`src/rtl/branch_resolve_unit.sv`:
```
// ID-stage branch resolution: carries IF predictions into ID, checks them
// against the beq outcome, drives flush/redirect and keeps statistics.
module branch_resolve_unit #(
    parameter int          PC_W       = 64,
    parameter int          CNT_W      = 32,
    parameter logic [6:0]  BRANCH_OPC = 7'b1100011
) (
    input  logic             clk,
    input  logic             arst_n,
    input  logic             stall,
    input  logic             if_valid,
    input  logic [PC_W-1:0]  if_pc,
    input  logic             pred_taken,
    input  logic [PC_W-1:0]  pred_target,
    input  logic [31:0]      id_inst,
    input  logic             id_zero_flag,
    input  logic [PC_W-1:0]  id_branch_target,
    input  logic             stats_clear,
    output logic             flush,
    output logic             redirect_valid,
    output logic [PC_W-1:0]  redirect_pc,
    output logic [CNT_W-1:0] branch_count,
    output logic [CNT_W-1:0] mispredict_count
);

    typedef enum logic {
        RUN,
        RECOVER
    } state_t;

    localparam logic [CNT_W-1:0] CNT_MAX = '1;

    state_t            state_q, state_d;
    logic              rec_valid_q, rec_valid_d;
    logic [PC_W-1:0]   rec_pc_q, rec_pc_d;
    logic              rec_pt_q, rec_pt_d;
    logic [PC_W-1:0]   rec_tgt_q, rec_tgt_d;
    logic [CNT_W-1:0]  br_cnt_q, br_cnt_d;
    logic [CNT_W-1:0]  mp_cnt_q, mp_cnt_d;

    logic is_br;
    logic act_taken;
    logic resolve;
    logic mispred;

    always_comb begin
        is_br     = (id_inst[6:0] == BRANCH_OPC);
        act_taken = is_br & id_zero_flag;
        resolve   = rec_valid_q & ~stall & (state_q == RUN);
        mispred   = (act_taken != rec_pt_q)
                  | (act_taken & (rec_tgt_q != id_branch_target))
                  | (~is_br & rec_pt_q);

        flush          = resolve & mispred;
        redirect_valid = flush;
        redirect_pc    = '0;
        if (flush) begin
            redirect_pc = act_taken ? id_branch_target
                                    : rec_pc_q + PC_W'(4);
        end
    end

    // A flushed slot is loaded as a bubble so the wrong-path fetch dies.
    always_comb begin
        rec_valid_d = rec_valid_q;
        rec_pc_d    = rec_pc_q;
        rec_pt_d    = rec_pt_q;
        rec_tgt_d   = rec_tgt_q;
        if (!stall) begin
            rec_valid_d = if_valid & ~flush;
            rec_pc_d    = if_pc;
            rec_pt_d    = pred_taken;
            rec_tgt_d   = pred_target;
        end
    end

    always_comb begin
        state_d = state_q;
        unique case (state_q)
            RUN:     if (flush)  state_d = RECOVER;
            RECOVER: if (!stall) state_d = RUN;
            default: state_d = RUN;
        endcase
    end

    always_comb begin
        br_cnt_d = br_cnt_q;
        mp_cnt_d = mp_cnt_q;
        if (stats_clear) begin
            br_cnt_d = '0;
            mp_cnt_d = '0;
        end else begin
            if (resolve && is_br && br_cnt_q != CNT_MAX)
                br_cnt_d = br_cnt_q + CNT_W'(1);
            if (flush && mp_cnt_q != CNT_MAX)
                mp_cnt_d = mp_cnt_q + CNT_W'(1);
        end
    end

    always_ff @(posedge clk or negedge arst_n) begin
        if (!arst_n) begin
            state_q     <= RUN;
            rec_valid_q <= 1'b0;
            rec_pc_q    <= '0;
            rec_pt_q    <= 1'b0;
            rec_tgt_q   <= '0;
            br_cnt_q    <= '0;
            mp_cnt_q    <= '0;
        end else begin
            state_q     <= state_d;
            rec_valid_q <= rec_valid_d;
            rec_pc_q    <= rec_pc_d;
            rec_pt_q    <= rec_pt_d;
            rec_tgt_q   <= rec_tgt_d;
            br_cnt_q    <= br_cnt_d;
            mp_cnt_q    <= mp_cnt_d;
        end
    end

    assign branch_count     = br_cnt_q;
    assign mispredict_count = mp_cnt_q;

endmodule

```
`config.mk`:
```
export PLATFORM = sky130hd
export DESIGN_NAME = branch_resolve_unit
export DESIGN_NICKNAME = d
export VERILOG_FILES = /design/src/rtl/branch_resolve_unit.sv
export SDC_FILE = /design/constraint.sdc
export NUM_CORES = 1
export LEC_CHECK = 0
export BUFFER_PORTS_ARGS = -buffer_cell sky130_fd_sc_hd__buf_2
export CAP_MARGIN = 20
export CORE_ASPECT_RATIO = 1.4
export CORE_MARGIN = 2
export CORE_UTILIZATION = 40
export DETAILED_ROUTE_END_ITERATION = 7
export GPL_ROUTABILITY_DRIVEN = 0
export GPL_TIMING_DRIVEN = 0
export PLACE_DENSITY = 0.77
export SETUP_SLACK_MARGIN = 0.2
export SLEW_MARGIN = 30
export SYNTH_ARGS = -nofsm -noshare
export SYNTH_HDL_FRONTEND = slang
export SYNTH_SLANG_ARGS = --single-unit
export TNS_END_PERCENT = 1
```
`constraint.sdc`:
```
create_clock -name clk -period 6.3 [get_ports clk]
set_input_delay 0.63 -clock clk [delete_from_list [all_inputs] [get_ports clk]]
set_output_delay 0.63 -clock clk [all_outputs]
set_load 0.01 [all_outputs]
```
# After elaboration in Yosys (flattened, before gate mapping)

Cells that the tools add are included.

Bits in registers: 195
Bits of input ports: 231

Add/subtract/negate cells: 3
Eq/ne operators: 5
Muxes and demuxes: 9
Bitwise gates (word level): 13
Reduce and logical (&&, ||, !) cells: 5

Operators with widths:

| kind                                          | number |
|---|---|
| two-way mux 32 bit                            | 4 |
| two-way mux 64 bit                            | 2 |
| adder 32 x 1 -> 32 bit, second input constant | 2 |
| adder 64 x 3 -> 64 bit, second input constant | 1 |
| inequality test 32 bit, second input constant | 2 |
| inequality test 64 bit                        | 1 |
| bitwise AND 1 bit                             | 7 |
| == test 7 bit, second input constant          | 1 |
| inverter 1 bit                                | 4 |
| nonzero test 2 bit                            | 2 |
| logical AND 1 bit                             | 3 |
| two-way mux 1 bit                             | 2 |
| OR 1 bit                                      | 2 |
| case mux 1 bit (2 select lines)               | 1 |
| inequality test 1 bit                         | 1 |

# Logic depth before layout (Yosys ltp)

Word-level depth: 9
Depth in mapped cells: 11
Mapped depth without buffers: 8

# Least setup slack after synthesis

No wires, ideal clock.

Kind: input port to output port
From: input id_branch_target[59]
To: output redirect_valid
Arrival time: 2.539 ns
Required time: 5.670 ns
Slack: 3.131 ns
Stages: 11
Buffers on the path: 4
Cell sequence: nor2b_1 -> a2111o_1 -> a2111oi_2 -> o2111ai_1 -> nor4_2 -> buf_4 -> nand2b_1 -> buf_4 -> buf_4 -> inv_2 -> buf_4

Word-level cells in the longest chain between the ends: 5

Ends and longest elaborated chain:

| element                | RTL line | source |
|---|---|---|
| from (decl)            | 17       | `input logic [PC_W-1:0] id_branch_target,` |
| inequality test 64 bit | 51       | `\| (act_taken & (rec_tgt_q != id_branch_target))` |
| bitwise AND 1 bit      | 51       |  |
| OR 1 bit               | 51       |  |
| OR 1 bit               | 52       | `\| (~is_br & rec_pt_q);` |
| bitwise AND 1 bit      | 54       | `flush = resolve & mispred;` |
| to (decl)              | 20       | `output logic redirect_valid,` |

No other way between the ends.

# Worst setup path after layout

From: input id_inst[4]
To: output redirect_valid

Word-level cells in the longest chain between the ends: 6
Elaborated cells between the ends (all ways): 9
Classes of those cells: 2 x eq/ne; 7 x bitwise

Ends and longest elaborated chain:

| element                                                    | RTL line | source |
|---|---|---|
| from (decl)                                                | 15       | `input logic [31:0] id_inst,` |
| == test 7 bit (*)                                          | 47       | `is_br = (id_inst[6:0] == BRANCH_OPC);` |
| bitwise AND 1 bit                                          | 48       | `act_taken = is_br & id_zero_flag;` |
| inequality test 1 bit or bitwise AND 1 bit (tied branches) | 50, 51   |  |
| OR 1 bit                                                   | 51       |  |
| OR 1 bit (*)                                               | 52       |  |
| bitwise AND 1 bit (*)                                      | 54       |  |

Mark *: on every way between the ends. The rest lies on a longest branch, timed or not.

==> flow_summary.rst <==
.. list-table::
   :header-rows: 1

   * - Metric
     - Value
   * - Level count of the clock H-tree
     - 4
   * - Width of the die
     - roughly 150 um
   * - Unrepaired setup endpoints after global routing
     - false
   * - Power density normalized to cell area
     - ~210 mW/mm2
   * - Minimum setup slack in the final design
     - ~1.7 ns
   * - Max-cap violations
     - 0
   * - Share of total power in combinational logic
     - approximately 15%
   * - Skew final
     - ~0.0065 ns
   * - Critical Path Slowest Stage Cell
     - sky130_fd_sc_hd__nor4_1
   * - Count of placed standard cells including taps
     - 1,835
   * - Number of different library cells in the post-synthesis netlist
     - 52
   * - Req. time, crit path
     - 5.67 ns
   * - Layout-stage area growth over the synthesis result
     - 24.9%
   * - I/O Buffers
     - between 300 and 400
   * - Startpoint-to-endpoint class of the critical path
     - input pin to output pin
   * - Number of gates resized after CTS
     - 0
   * - Remaining global-route overflow
     - 0
   * - Vias per cell
     - between 5 and 6
   * - Dpl ws
     - 1.50 ns
   * - Buffer levels on the longest clock path
     - 2
   * - Arrival time at the worst endpoint
     - 4.01 ns
   * - Global-route wire length before repair
     - between 60,000 and 70,000 um
   * - Routed wire per std cell
     - approximately 21 um
   * - Sequential cell fraction of total power
     - 47.6%
   * - Count of pins over their slew limit
     - 0
   * - VDD IR-drop max
     - 185 uV
   * - Worst slew margin
     - a little under half
   * - Kind of capture point of the worst setup path
     - output pin
   * - Remaining design rule violation count
     - 0
   * - Number of enable flip-flop cells after synthesis
     - 0
   * - Average instance area after synthesis
     - about 10 um2
   * - CTS sink count
     - about 200
   * - Top_reg_cell synth
     - sky130_fd_sc_hd__dfrtp_1
   * - Syn Inst Count
     - 1,130
   * - Sequential cell area fraction in the yosys report
     - between 40% and 50%
   * - Count of final setup violators
     - 0
   * - Leakage power of the design
     - ~6.3 nW
   * - Library cell used as clock root buffer
     - sky130_fd_sc_hd__clkbuf_16
   * - Leading cell types by total area after synthesis
     - sky130_fd_sc_hd__dfrtp_1, sky130_fd_sc_hd__mux2_2, sky130_fd_sc_hd__xor2_1
   * - Height of the chip
     - between 200 and 250 um
   * - Most numerous cell on the critical path
     - sky130_fd_sc_hd__buf_4
   * - Floorplan Core Area
     - between 0.02 and 0.03 mm2
   * - Post-route insts no fill
     - 1,870
   * - Worst skew pair latency
     - 0.45 ns
   * - Number of top-level design ports
     - 361
   * - Total Die Area
     - around 0.03 mm2
   * - Final TNS setup
     - 0 ns
   * - Endpoint of the most critical register-to-register path
     - state_q$_DFF_PN0_
   * - Total number of vias
     - approximately 10,000
   * - Cells along the critical path
     - buf_2, and4bb_1, nand3_1, nor4_1, nand3_1, nor4_2, buf_4, nand2b_1, buf_4, buf_4, inv_2, buf_4, buf_2
   * - Synth Net Count
     - ~1,400
   * - Number of fill cells in the layout
     - between 2,000 and 3,000
   * - Warnings, synthesis
     - 0
   * - Post-synthesis instance area
     - between 0.01 and 0.015 mm2
   * - Number of antenna violations at the first check in global routing
     - 4
   * - Post-synth top area cell
     - sky130_fd_sc_hd__dfrtp_1
   * - Final Total Pwr
     - 2.98 mW
   * - Post-CTS Setup Bufs
     - 0
   * - Largest driver fanout on the critical path
     - 10
   * - Maximum clock frequency
     - about 220 MHz
   * - Depth of the most critical reg-to-reg path
     - 10
   * - TritonCTS Buffers
     - 17
   * - CP max stage delay
     - ~0.66 ns
   * - Psw
     - approximately 0.86 mW
   * - Antenna Nets Post-Route
     - 0
   * - Number of cell rows
     - between 70 and 80
   * - Share of the cycle needed by the critical path after routing
     - between 70% and 80%
   * - Routed wire length
     - around 39,000 um
   * - Vias in the first global route
     - around 11,000
   * - Half-perimeter wire length of the detailed placement result
     - between 30,000 and 40,000 um
   * - Kind of path behind the tightest hold check
     - input pin to asynchronous set/reset pin
   * - Fraction of layout cells with a size suffix above 1
     - 34.8%
   * - Run status
     - completed
   * - DRC violation total after the first TritonRoute iteration
     - a little over 500
   * - Util after Layout
     - between 50% and 60%
   * - Worst reg-to-reg setup slack
     - a little over 3 ns
   * - Clk network pwr share
     - 37.6%
   * - Net total in the final layout
     - about 1,700
   * - Clock Pin Slew Worst Setup and Hold Paths
     - approximately 0.080 ns
   * - Combined global-route utilization of all metal layers
     - between 20% and 30%
   * - Initial Util
     - approximately two fifths
   * - Largest net degree at the start of global routing
     - between 80 and 90
   * - Period minus WS final
     - between 4 and 5 ns
   * - Internal power of the cells
     - between 2 and 2.5 mW
   * - Portion of synthesized cell area occupied by the leading cell type
     - approximately 44%
   * - Hold violation count in the final report
     - 0
   * - Switching share of power
     - between 20 and 30%
   * - Actual transition at the worst max-transition pin
     - roughly 0.82 ns
   * - First-pass iteration count of the detailed router
     - 5
   * - Clock tree from TritonCTS
     - done
   * - Count of hold-fix buffers inserted at cts
     - 0
   * - Reg-to-Reg Start
     - rec_tgt_q[57]$_DFFE_PN0N_
   * - Startpoint type of the worst setup path
     - input pin
   * - Post-synthesis async set-or-reset flop share
     - 100%
   * - Number of register bits inferred by synthesis
     - just under 200
==> cell families after synthesis <==
kind of cell / count (synthesis) / share of synthesized area, %
multiplexers: 139 / 14.0
AND/OR/NAND/NOR: 430 / 19.7
adder cells (fa/ha/maj): 3 / 0.336
AO/OA/AOI/OAI: 140 / 8.35
buffers and inverters: 88 / 3.47
flip-flops: 195 / 43.6
XOR/XNOR: 135 / 10.6
==> cells in the final DEF, fill, tap and decap left out, types with 4 or more instances in the layout <==
master / Yosys / routed
sky130_fd_sc_hd__and4_1: 13 / 13
sky130_fd_sc_hd__buf_4: 9 / 9
sky130_fd_sc_hd__clkbuf_1: 43 / 43
sky130_fd_sc_hd__nand2_1: 66 / 66
sky130_fd_sc_hd__o22ai_1: 4 / 4
sky130_fd_sc_hd__xnor2_1: 62 / 62
sky130_fd_sc_hd__nand4_1: 39 / 39
sky130_fd_sc_hd__clkinv_4: 0 / 4
sky130_fd_sc_hd__o21ai_1: 6 / 6
sky130_fd_sc_hd__dfrtp_1: 195 / 195
sky130_fd_sc_hd__a211oi_1: 59 / 59
sky130_fd_sc_hd__or3_1: 21 / 21
sky130_fd_sc_hd__nand3_1: 53 / 53
sky130_fd_sc_hd__nor2b_1: 13 / 13
sky130_fd_sc_hd__nor3_1: 18 / 18
sky130_fd_sc_hd__buf_2: 7 / 339
sky130_fd_sc_hd__inv_1: 26 / 26
sky130_fd_sc_hd__mux2_1: 10 / 10
sky130_fd_sc_hd__a21oi_1: 33 / 33
sky130_fd_sc_hd__o31ai_1: 8 / 8
sky130_fd_sc_hd__mux2_2: 129 / 129
sky130_fd_sc_hd__and3_1: 26 / 26
sky130_fd_sc_hd__clkbuf_16: 0 / 17
sky130_fd_sc_hd__nor4_1: 18 / 18
sky130_fd_sc_hd__o21ai_0: 16 / 16
sky130_fd_sc_hd__xor2_1: 73 / 73
sky130_fd_sc_hd__and2_1: 7 / 7
sky130_fd_sc_hd__nor2_1: 131 / 131
sky130_fd_sc_hd__or4_1: 9 / 9
==> synth_stat cells, types with 10 or more instances <==
cell,count
sky130_fd_sc_hd__nor2b_1,13
sky130_fd_sc_hd__inv_1,26
sky130_fd_sc_hd__mux2_1,10
sky130_fd_sc_hd__xor2_1,73
sky130_fd_sc_hd__nand3_1,53
sky130_fd_sc_hd__nor2_1,131
sky130_fd_sc_hd__and3_1,26
sky130_fd_sc_hd__nand2_1,66
sky130_fd_sc_hd__nor4_1,18
sky130_fd_sc_hd__dfrtp_1,195
sky130_fd_sc_hd__xnor2_1,62
sky130_fd_sc_hd__clkbuf_1,43
sky130_fd_sc_hd__and4_1,13
sky130_fd_sc_hd__nand4_1,39
sky130_fd_sc_hd__a21oi_1,33
sky130_fd_sc_hd__or3_1,21
sky130_fd_sc_hd__mux2_2,129
sky130_fd_sc_hd__o21ai_0,16
sky130_fd_sc_hd__nor3_1,18
sky130_fd_sc_hd__a211oi_1,59
==> critical path, delay by kind of cell <==
family,cells,cell delay [ns]
buffers and inverters,7,1.18
AND/OR/NAND/NOR,6,2.19
==> metal layers <==
metal / routed length (um) / track usage (%)
met3: 2660 / 5.78
met5: 9 / 0
met4: 1420 / 10.4
met1: 14700 / 30.3
met2: 20600 / 48.5
==> final cells by class <==
class / instances / area (um2) / share of cell area (%)
inverters: 27 / 101 / 0.725
clock inverters: 14 / 145 / 1.04
clock buffers: 18 / 439 / 3.14
flip-flops and latches: 195 / 4880 / 34.9
well taps: 370 / 463 / 3.31
plain buffers: 61 / 287 / 2.05
diodes: 3 / 7.51 / 0.0537
multi-input cells: 847 / 5920 / 42.4
repair buffers: 335 / 1730 / 12.4
==> state kept, by name, summed over array words and instances (netlist names) <==
signal	flops
rec_pc_q	64
rec_tgt_q	64
rec_valid_q	1
rec_pt_q	1
branch_count	32
state_q	1
mispredict_count	32
==> power by group through the flow <==
stage | clock, mW | combinational, mW | sequential (mW)
2_1_floorplan | 0 | 0.236 | 1.42
3_3_place_gp | 0 | 0.432 | 1.43
3_5_place_dp | 0 | 0.444 | 1.44
4_1_cts | 1.14 | 0.447 | 1.41
5_1_grt | 1.19 | 0.478 | 1.43
6_report | 1.12 | 0.441 | 1.42
==> stage by stage <==
step	hold WS [ns]	area, um2
floorplan	0.334	11200
global placement	0.461	13300
detailed placement	0.468	13400
CTS	0.0293	14000
global route	0.0341	14000
finish	0.0359	14000
==> worst max-delay path by stage <==
| stage | to | start | cells past startpoint | slack [ns] |
|---|---|---|---|---|
| detailed placement | redirect_valid | id_inst[4] | 13 | 1.50 |
| CTS | redirect_valid | id_inst[4] | 13 | 1.50 |
| finish | redirect_valid | id_inst[4] | 13 | 1.66 |
| global placement | rec_pc_q[43]$_DFFE_PN0N_ | arst_n | 1 | 1.24 |
| global route | redirect_valid | id_inst[4] | 13 | 1.32 |
| floorplan | redirect_valid | id_branch_target[59] | 11 | 3.13 |
(Power assumes the default switching activity.)
